**src/rtl/rst_en_pkg.sv**
```systemverilog
// Shared types and defaults for the reset/enable sequencer.
package rst_en_pkg;

  // Sequencer states
  typedef enum logic [2:0] {
    ST_IDLE = 3'd0,
    ST_PRE  = 3'd1,
    ST_HOLD = 3'd2,
    ST_POST = 3'd3,
    ST_RUN  = 3'd4
  } state_e;

  // Width of the shared hold/tail down-counter
  localparam int unsigned TMR_W = 32'd4;

  // Default number of cycles dut_rst is held high
  localparam int unsigned HOLD_CYCLES_DEF = 32'd3;

  // Default number of cycles dut_en stays high after dut_rst falls
  localparam int unsigned TAIL_CYCLES_DEF = 32'd2;

  // The timer reaches zero in the last cycle of a phase, so a phase of
  // N cycles loads N-1.
  function automatic logic [TMR_W-1:0] cycles_to_load(input int unsigned cycles);
    int unsigned val;
    val = cycles - 32'd1;
    return val[TMR_W-1:0];
  endfunction

  // States in which a sequence is in progress
  function automatic logic is_seq_state(input state_e s);
    logic r;
    case (s)
      ST_PRE, ST_HOLD, ST_POST: r = 1'b1;
      default:                  r = 1'b0;
    endcase
    return r;
  endfunction

endpackage

```
**src/rtl/rst_en_sequencer_seq_timer.sv**
```systemverilog
// Loadable down-counter with a zero flag, shared by the HOLD and POST phases.
module seq_timer
  import rst_en_pkg::*;
(
  input  logic             clk,
  input  logic             rst,
  input  logic             load_i,
  input  logic [TMR_W-1:0] load_val_i,
  output logic             zero_o
);

  logic [TMR_W-1:0] cnt_q;
  logic [TMR_W-1:0] cnt_d;

  // Next count: load wins, otherwise count down and stick at zero
  always_comb begin
    cnt_d = cnt_q;
    if (load_i) begin
      cnt_d = load_val_i;
    end else if (cnt_q != {TMR_W{1'b0}}) begin
      cnt_d = cnt_q - {{(TMR_W-1){1'b0}}, 1'b1};
    end else begin
      cnt_d = cnt_q;
    end
  end

  // Counter register with synchronous active-low reset
  always_ff @(posedge clk) begin
    if (!rst) begin
      cnt_q <= {TMR_W{1'b0}};
    end else begin
      cnt_q <= cnt_d;
    end
  end

  assign zero_o = (cnt_q == {TMR_W{1'b0}});

endmodule

```
**src/rtl/rst_en_sequencer.sv**
```systemverilog
// Reset/enable sequencer: raises dut_en ahead of dut_rst, holds dut_rst for
// HOLD_CYCLES, keeps dut_en up for TAIL_CYCLES afterwards, then hands the
// enable over to req_en. All outputs are registered.
module rst_en_sequencer
  import rst_en_pkg::*;
#(
  parameter int unsigned HOLD_CYCLES = HOLD_CYCLES_DEF,
  parameter int unsigned TAIL_CYCLES = TAIL_CYCLES_DEF,
  parameter int unsigned CNT_W       = 32'd8
) (
  input  logic             clk,
  input  logic             rst,
  input  logic             req_rst,
  input  logic             req_en,
  output logic             dut_rst,
  output logic             dut_en,
  output logic             busy,
  output logic             done,
  output logic [CNT_W-1:0] seq_cnt
);

  state_e           state_q, state_d;
  logic             dut_rst_q, dut_rst_d;
  logic             dut_en_q, dut_en_d;
  logic             busy_q, busy_d;
  logic             done_q, done_d;
  logic [CNT_W-1:0] seq_cnt_q, seq_cnt_d;

  logic             restart_s;
  logic             tmr_load_s;
  logic [TMR_W-1:0] tmr_val_s;
  logic             tmr_zero_s;

  seq_timer u_timer (
    .clk        (clk),
    .rst        (rst),
    .load_i     (tmr_load_s),
    .load_val_i (tmr_val_s),
    .zero_o     (tmr_zero_s)
  );

  // Next-state selection; a request in HOLD restarts the hold window,
  // a request in POST goes straight back to HOLD, PRE ignores requests.
  always_comb begin
    state_d   = state_q;
    restart_s = 1'b0;
    case (state_q)
      ST_IDLE: begin
        if (req_rst) state_d = ST_PRE;
        else         state_d = ST_IDLE;
      end
      ST_PRE: begin
        state_d = ST_HOLD;
      end
      ST_HOLD: begin
        if (req_rst) begin
          state_d   = ST_HOLD;
          restart_s = 1'b1;
        end else if (tmr_zero_s) begin
          state_d = ST_POST;
        end else begin
          state_d = ST_HOLD;
        end
      end
      ST_POST: begin
        if (req_rst)         state_d = ST_HOLD;
        else if (tmr_zero_s) state_d = ST_RUN;
        else                 state_d = ST_POST;
      end
      ST_RUN: begin
        if (req_rst) state_d = ST_PRE;
        else         state_d = ST_RUN;
      end
      default: begin
        state_d = ST_IDLE;
      end
    endcase
  end

  // Timer reload on every state entry and on a HOLD restart
  always_comb begin
    tmr_load_s = (state_d != state_q) || restart_s;
    case (state_d)
      ST_HOLD: tmr_val_s = cycles_to_load(HOLD_CYCLES);
      ST_POST: tmr_val_s = cycles_to_load(TAIL_CYCLES);
      default: tmr_val_s = {TMR_W{1'b0}};
    endcase
  end

  // Output values for the coming cycle, decoded from the next state
  always_comb begin
    dut_rst_d = (state_d == ST_HOLD);
    busy_d    = is_seq_state(state_d);
    if (busy_d) begin
      dut_en_d = 1'b1;
    end else if (state_d == ST_RUN) begin
      dut_en_d = req_en;
    end else begin
      dut_en_d = 1'b0;
    end
    done_d = (state_q == ST_POST) && (state_d == ST_RUN);
    if (done_d) begin
      seq_cnt_d = seq_cnt_q + {{(CNT_W-1){1'b0}}, 1'b1};
    end else begin
      seq_cnt_d = seq_cnt_q;
    end
  end

  // State and output registers with synchronous active-low reset
  always_ff @(posedge clk) begin
    if (!rst) begin
      state_q   <= ST_IDLE;
      dut_rst_q <= 1'b0;
      dut_en_q  <= 1'b0;
      busy_q    <= 1'b0;
      done_q    <= 1'b0;
      seq_cnt_q <= {CNT_W{1'b0}};
    end else begin
      state_q   <= state_d;
      dut_rst_q <= dut_rst_d;
      dut_en_q  <= dut_en_d;
      busy_q    <= busy_d;
      done_q    <= done_d;
      seq_cnt_q <= seq_cnt_d;
    end
  end

  assign dut_rst = dut_rst_q;
  assign dut_en  = dut_en_q;
  assign busy    = busy_q;
  assign done    = done_q;
  assign seq_cnt = seq_cnt_q;

  // dut_rst must never be seen high without dut_en, on either clock edge
  a_rst_implies_en_pos: assert property (@(posedge clk) dut_rst |-> dut_en);
  a_rst_implies_en_neg: assert property (@(negedge clk) dut_rst |-> dut_en);

  // done is a single-cycle pulse
  a_done_one_cycle: assert property (@(posedge clk) done |=> !done);

endmodule

```
**config.mk**
```make
export PLATFORM = sky130hd
export DESIGN_NAME = rst_en_sequencer
export DESIGN_NICKNAME = d
export VERILOG_FILES = /design/src/rtl/rst_en_pkg.sv /design/src/rtl/rst_en_sequencer_seq_timer.sv /design/src/rtl/rst_en_sequencer.sv
export SDC_FILE = /design/constraint.sdc
export NUM_CORES = 1
export LEC_CHECK = 0
export BUFFER_PORTS_ARGS = -buffer_cell sky130_fd_sc_hd__buf_4
export CAP_MARGIN = 20
export CORE_MARGIN = 2
export CORE_UTILIZATION = 53
export DETAILED_ROUTE_END_ITERATION = 10
export PLACE_DENSITY = 0.76
export SLEW_MARGIN = 20
export SYNTH_ARGS = -nofsm -noshare
export SYNTH_HDL_FRONTEND = slang
export SYNTH_SLANG_ARGS = --single-unit
```
**constraint.sdc**
```tcl
create_clock -name clk -period 1.93 [get_ports clk]
set_input_delay 0.193 -clock clk [delete_from_list [all_inputs] [get_ports clk]]
set_output_delay 0.193 -clock clk [all_outputs]
set_load 0.1 [all_outputs]
```
# Word level (Yosys, flattened, before mapping)
# Cells that the tools add are included.
# W data, S select, Z words.
[word_totals]
regBits = 19
input_bits = 4
output_inout_bits = 12
[classes]
add_sub_neg = 2
eq_ne = 9
muxes = 15
n_reduce_logical = 7
[op_table]
columns = ["operator", "count"]
rows = [
  ["$pmux W3 S5", 1],
  ["$eq A3 B2 Y1 const B", 4],
  ["$mux W3", 3],
  ["$add A8 B1 Y8 const B", 1],
  ["$mux W1", 8],
  ["$mux W4", 2],
  ["$eq A3 B1 Y1 const B", 2],
  ["$eq A3 B3 Y1 const B", 2],
  ["$logic_not A4 Y1", 1],
  ["$pmux W2 S2", 1],
  ["$reduce_bool A4 Y1", 1],
  ["$sub A4 B1 Y4 const B", 1],
  ["$logic_not A3 Y1", 1],
  ["$ne A3 B3 Y1", 1],
  ["$reduce_or A3 Y1", 1],
  ["$reduce_bool A2 Y1", 1],
  ["$logic_and A1 B1 Y1", 1],
  ["$logic_or A1 B1 Y1", 1],
]

# Longest topological paths before layout
[logic_depth]
ltp_word = 8
mapped_depth = 6
depth_no_buf = 5

# Hierarchy
# From an unflattened synthesis, not the netlist that was laid out.
[unflattened]
hier_cells = 107
area_unflattened_um2 = 943.4
[modules_own_cells]
columns = ["module", "instances", "cells_each", "area_per_inst_um2", "seq_area_each_um2"]
rows = [
  ["rst_en_sequencer", 1, 84, 713.2, 300.3],
  ["seq_timer", 1, 23, 230.2, 80.1],
]

# Worst setup path after synthesis
# No wires, ideal clock.
[synth_timing]
path_kind = "flip-flop to flip-flop"
from = "reg seq_cnt_q[0] (netlist: seq_cnt[0])"
to = "reg seq_cnt_q[4] (netlist: seq_cnt[4])"
setup_time_ns = 0.071
arrival_time_ns = 1.979
setup_slack_ns = -0.121
stages_incl_launch_ff = 5
path_buffers = 0
path_cell_list = "dfxtp_1 ha_1 nand4bb_1 or4_1 a21oi_1"
[synth_between]
elab_chain_len = 1
[synth_rtl]
columns = ["element", "line_no", "text"]
rows = [
  ["from (decl)", "rst_en_sequencer.sv:27", "logic [CNT_W-1:0] seq_cnt_q, seq_cnt_d;"],
  ["from (signal assigned)", "rst_en_sequencer.sv:117", "seq_cnt_q <= {CNT_W{1'b0}};"],
  ["from (signal assigned)", "rst_en_sequencer.sv:124", "seq_cnt_q <= seq_cnt_d;"],
  ["$add A8 B1 Y8", "rst_en_sequencer.sv:103", "seq_cnt_d = seq_cnt_q + {{(CNT_W-1){1'b0}}, 1'b1};"],
]
# Every way passes these cells.
# A chain may end at the register's enable or synchronous reset.

# Worst setup path in the final report
[layout_timing]
from = "reg u_timer.cnt_q[0]"
to = "reg seq_cnt_q[3] (netlist: seq_cnt[3])"
[layout_between]
elab_chain_len = 6
elab_cells_between_ends = 8
[layout_rtl]
columns = ["element", "line_no", "text"]
rows = [
  ["from (decl)", "rst_en_sequencer_seq_timer.sv:12", "logic [TMR_W-1:0] cnt_q;"],
  ["from (signal assigned)", "rst_en_sequencer_seq_timer.sv:30", "cnt_q <= {TMR_W{1'b0}};"],
  ["from (signal assigned)", "rst_en_sequencer_seq_timer.sv:32", "cnt_q <= cnt_d;"],
  ["$logic_not A4 Y1 *", "rst_en_sequencer_seq_timer.sv:36", "assign zero_o = (cnt_q == {TMR_W{1'b0}});"],
  ["$mux W3 / $mux W1 (equally long branches)", "rst_en_sequencer.sv:67, rst_en_sequencer.sv:59", ""],
  ["$mux W3 / $mux W1 (equally long branches)", "rst_en_sequencer.sv:66, rst_en_sequencer.sv:56", ""],
  ["$pmux W3 S5 *", "rst_en_sequencer.sv:47", "case (state_q)"],
  ["$eq A3 B3 Y1 *", "rst_en_sequencer.sv:101", "done_d = (state_q == ST_POST) && (state_d == ST_RUN);"],
  ["$logic_and A1 B1 Y1 *", "rst_en_sequencer.sv:101", ""],
]
# Every way passes the cells marked *; elsewhere a longest branch is shown, timed or not.

==> results list <==
- Aggregate negative setup slack: 0 ps
- Maximum number of pins on one net before global-route repair: 14
* Hold WS: around 140 ps
- Number of buffers on the longest clock path: 2
* Starting density of the core: around 56%
- The worst path in the final design needs a cycle of 1739 ps, including I/O delays and setup.
- For this design, the CTS-stage hold fixing added 0 buffers.
- Counting the fill cells in the layout gives about 150.
- STA puts the critical path data required time at around 2200 ps.
- Measured against its own limit, the worst slew margin works out to ~75%.
* Worst setup path startpoint: u_timer.cnt_q[0]$_SDFFE_PN0P_
- Final hold vios: 0
* Hold Startpoint: req_rst
* R2R Path End: seq_cnt[3]$_SDFFE_PN0P_
- Mean cell area of the mapped netlist: 8.770 um2
- The final critical path takes up roughly 90% of the cycle.
* # Max-Cap Violations: 0
* PostCTS Resize Cnt: 0
- For this block, the via count after detailed routing is ~870.
- From left edge to right edge, the die measures approximately 46 um.
* Setup Fix Bufs, Post-CTS: 0
- Cell count after synthesis: ~110
* Clk root buf: clkbuf_4
* Final max-slew violation count: 0
- TritonCTS buffer count: 3
* Worst R2R Path Depth: 6
* Arrival time of the worst setup path: just under 2000 ps
- Cell area after synthesis: between 900 and 1000 um2
- Seq/Total Area, Yosys: around two fifths
* GRT overflow: 0
* Layout cell share with drive strength beyond 1: 22.83%
* Top library cells by usage in the layout, fill and taps aside: buf_4 (20), dfxtp_1 (15), a21oi_1 (9), nand2_1 (6), nor2_1 (6)
- The area growth from synthesis to layout is 19.73%.
- Clock tree synthesis found a total of 19 sinks.
- After the last flow step, the layout net total stands at 135.
- The number of antenna diodes in the final layout is 0.
- Wire length of the first global-routing pass: ~3300 um
- Number of nets still failing antenna checks after routing: 0
- Critical path launch point type: flop
* DRC violations left: 0
- Derived from the worst setup path, the maximum achievable clock frequency is between 500 and 600 MHz.
* Leakage: 0.4364 nW
- The floorplan step set the die height to roughly 46 um.
* Clock transition time at the flip-flop clock pins of the worst setup and hold paths: 100 ps
* Routed wire length per instance: ~14 um
* CP Max Fanout: 13
- Wires add up to 1972 um.
- Worst flop-to-flop path startpoint: u_timer.cnt_q[0]$_SDFFE_PN0P_
- Area fraction of the dominant cell type after synthesis: roughly two fifths
- At the later pin of the worst-skew pair, clock insertion delay measures about 290 ps.
- At the end of routability-driven placement, the weighted congestion stood at 0.8891.
- Termination of the worst setup path: seq_cnt[3]$_SDFFE_PN0P_
* Initial antenna violation count: 0
* CTS tree: built
- The number of global-route vias before repair was slightly below 800.
- The total area inside the core boundary comes to about 1700 um2.
- Pin placement for this block handled 16 I/O pins.
- The first detailed-routing pass took 4 iterations.
* FF+latch count, synth: 19
- For this design the ratio of total power to cell area is a little under 900 nW/um2.
- Synthesis produced a netlist with a net count of roughly 110.
* Biggest area consumer among synthesized cells: dfxtp_1
* Die ar.: 2123 um2
- Crit. End Element: flop
- Worst IR Drop VDD: about 470 uV
- Distinct cell type count of the synthesized netlist: 37
- Using the TritonRoute via totals, the vias-per-cell ratio works out to 6.056.
* Worst Max-Slew Pin Slew: approximately 370 ps
- Detailed placement finished with a half-perimeter wire length of about 1500 um.
- By area the synthesized netlist is led by dfxtp_1 (41%), a21oi_1 (4.8%), ha_1 (4.0%), nand2b_1 (2.7%), nand3_1 (2.7%).
* Class of the tightest hold or removal check: input pin to flop
* Reg2Reg Setup Slack: between 150 and 200 ps
- The Yosys step of the flow raised 0 warnings.
- The run finished with clean final reports.
* Unrepaired setup endpoints after global routing: false
- Violation count after the first detailed-route iteration: 15
- The library cell used most frequently in the layout, excluding fill and tap cells, is buf_4.
- Buffers placed on the I/O ports in this run total 15.
- Setup violations remaining at the end of the flow were counted as 0.
- In this run the number of H-tree levels came out at 1.
- Setup Skew: slightly above 5 ps
- Critical Setup Path Class: flop to flop
- Across every metal layer, demand over resource in global routing totals a little over a fifth.
- Site row count: 15
## cells by family (layout without fill, tap and decap cells)
| kind of cell | count (synthesis) | count (layout) | share of synthesized area [%] |
|---|---|---|---|
| AND/OR/NAND/NOR | 45 | 45 | 28.80 |
| multiplexers | 3 | 3 | 3.333 |
| flip-flops | 19 | 19 | 40.53 |
| buffers and inverters | 9 | 29 | 3.866 |
| XOR/XNOR | 2 | 2 | 1.867 |
| AO/OA/AOI/OAI | 26 | 26 | 17.60 |
| adder cells (fa/ha/maj) | 3 | 3 | 4.000 |
## sequential cells by signal, summed over array words and instances (netlist names)
register       count
busy               1
state_q            3
seq_cnt            8
dut_en             1
dut_rst            1
done               1
u_timer.cnt_q      4
## how the worst min path moves through the flow
stage                       endpoint  slack [ps]  cells after the start
3_3_place_gp   state_q[2]$_SDFF_PN0_         450                      2
4_1_cts        state_q[2]$_SDFF_PN0_         130                      2
2_1_floorplan  state_q[2]$_SDFF_PN0_         270                      1
5_1_grt        state_q[2]$_SDFF_PN0_         130                      2
3_5_place_dp   state_q[2]$_SDFF_PN0_         450                      2
6_report       state_q[2]$_SDFF_PN0_         140                      2
## per-stage QoR
stage                     instances  utilization, %  instance area [um2]  worst slack (ps)  power [mW]
after floorplan                 107               -                943.4             30.97      0.6956
after global placement          140           64.96                 1097             306.7      0.7814
after detailed placement        140           64.96                 1097             208.0      0.7887
after CTS                       144           66.52                 1124             189.0      0.9815
after global routing            144           66.52                 1124             74.88       1.035
final                           144           66.52                 1124             191.3      0.9758
## layout make-up
cell class	instances	area (um2)	area share, %
Clock buffer	4	26.28	2.339
Inverter	5	18.77	1.670
Timing Repair Buffer	20	150.1	13.36
Tap cell	17	21.27	1.893
Multi-Input combinational cell	79	521.8	46.44
Sequential cell	19	385.4	34.30
## worst max-delay path: stages (launching register included)
cell and delay, ps:
dfxtp_1 340, inv_1 100, ha_1 200, nand4bb_1 170
buf_4 210, or4_1 510, a21oi_1 140
## cells in the mapped netlist, drive strengths merged
library cell	number
nand3	5
clkinv	1
a21oi	9
nor4bb	1
or3	3
buf	2
ha	3
nand2b	4
o32ai	1
a211oi	1
nor3b	1
dfxtp	19
mux2	1
and2b	1
o21a	1
nor2b	2
nor3	2
o311a	1
xnor2	2
clkbuf	2
a21o	2
inv	4
o31ai	3
nor4	3
and4	1
nand4bb	2
or4	3
a221oi	1
nand2	6
a22oi	1
nor2	6
or3b	2
o21ai	5
nand4	3
a21boi	1
mux2i	2
## layer usage
| metal | vias to the layer above | routed length [um] | GRT usage, % |
|---|---|---|---|
| met1 | 414 | 857 | 25.96 |
| li1 | 440 | - | - |
| met4 | 0 | 17 | 6.857 |
| met5 | - | 0 | 0 |
| met2 | 16 | 1027 | 37.50 |
| met3 | 2 | 70 | 3.529 |
## power by group
part           leakage [nW]  switching, mW  total (mW)  internal, mW
logic                 0.265          0.201       0.341         0.140
registers             0.157         0.0206       0.441         0.421
clock network        0.0150          0.113       0.194        0.0802
total                 0.436          0.335       0.976         0.640
Power figures use the tool's default switching activity.
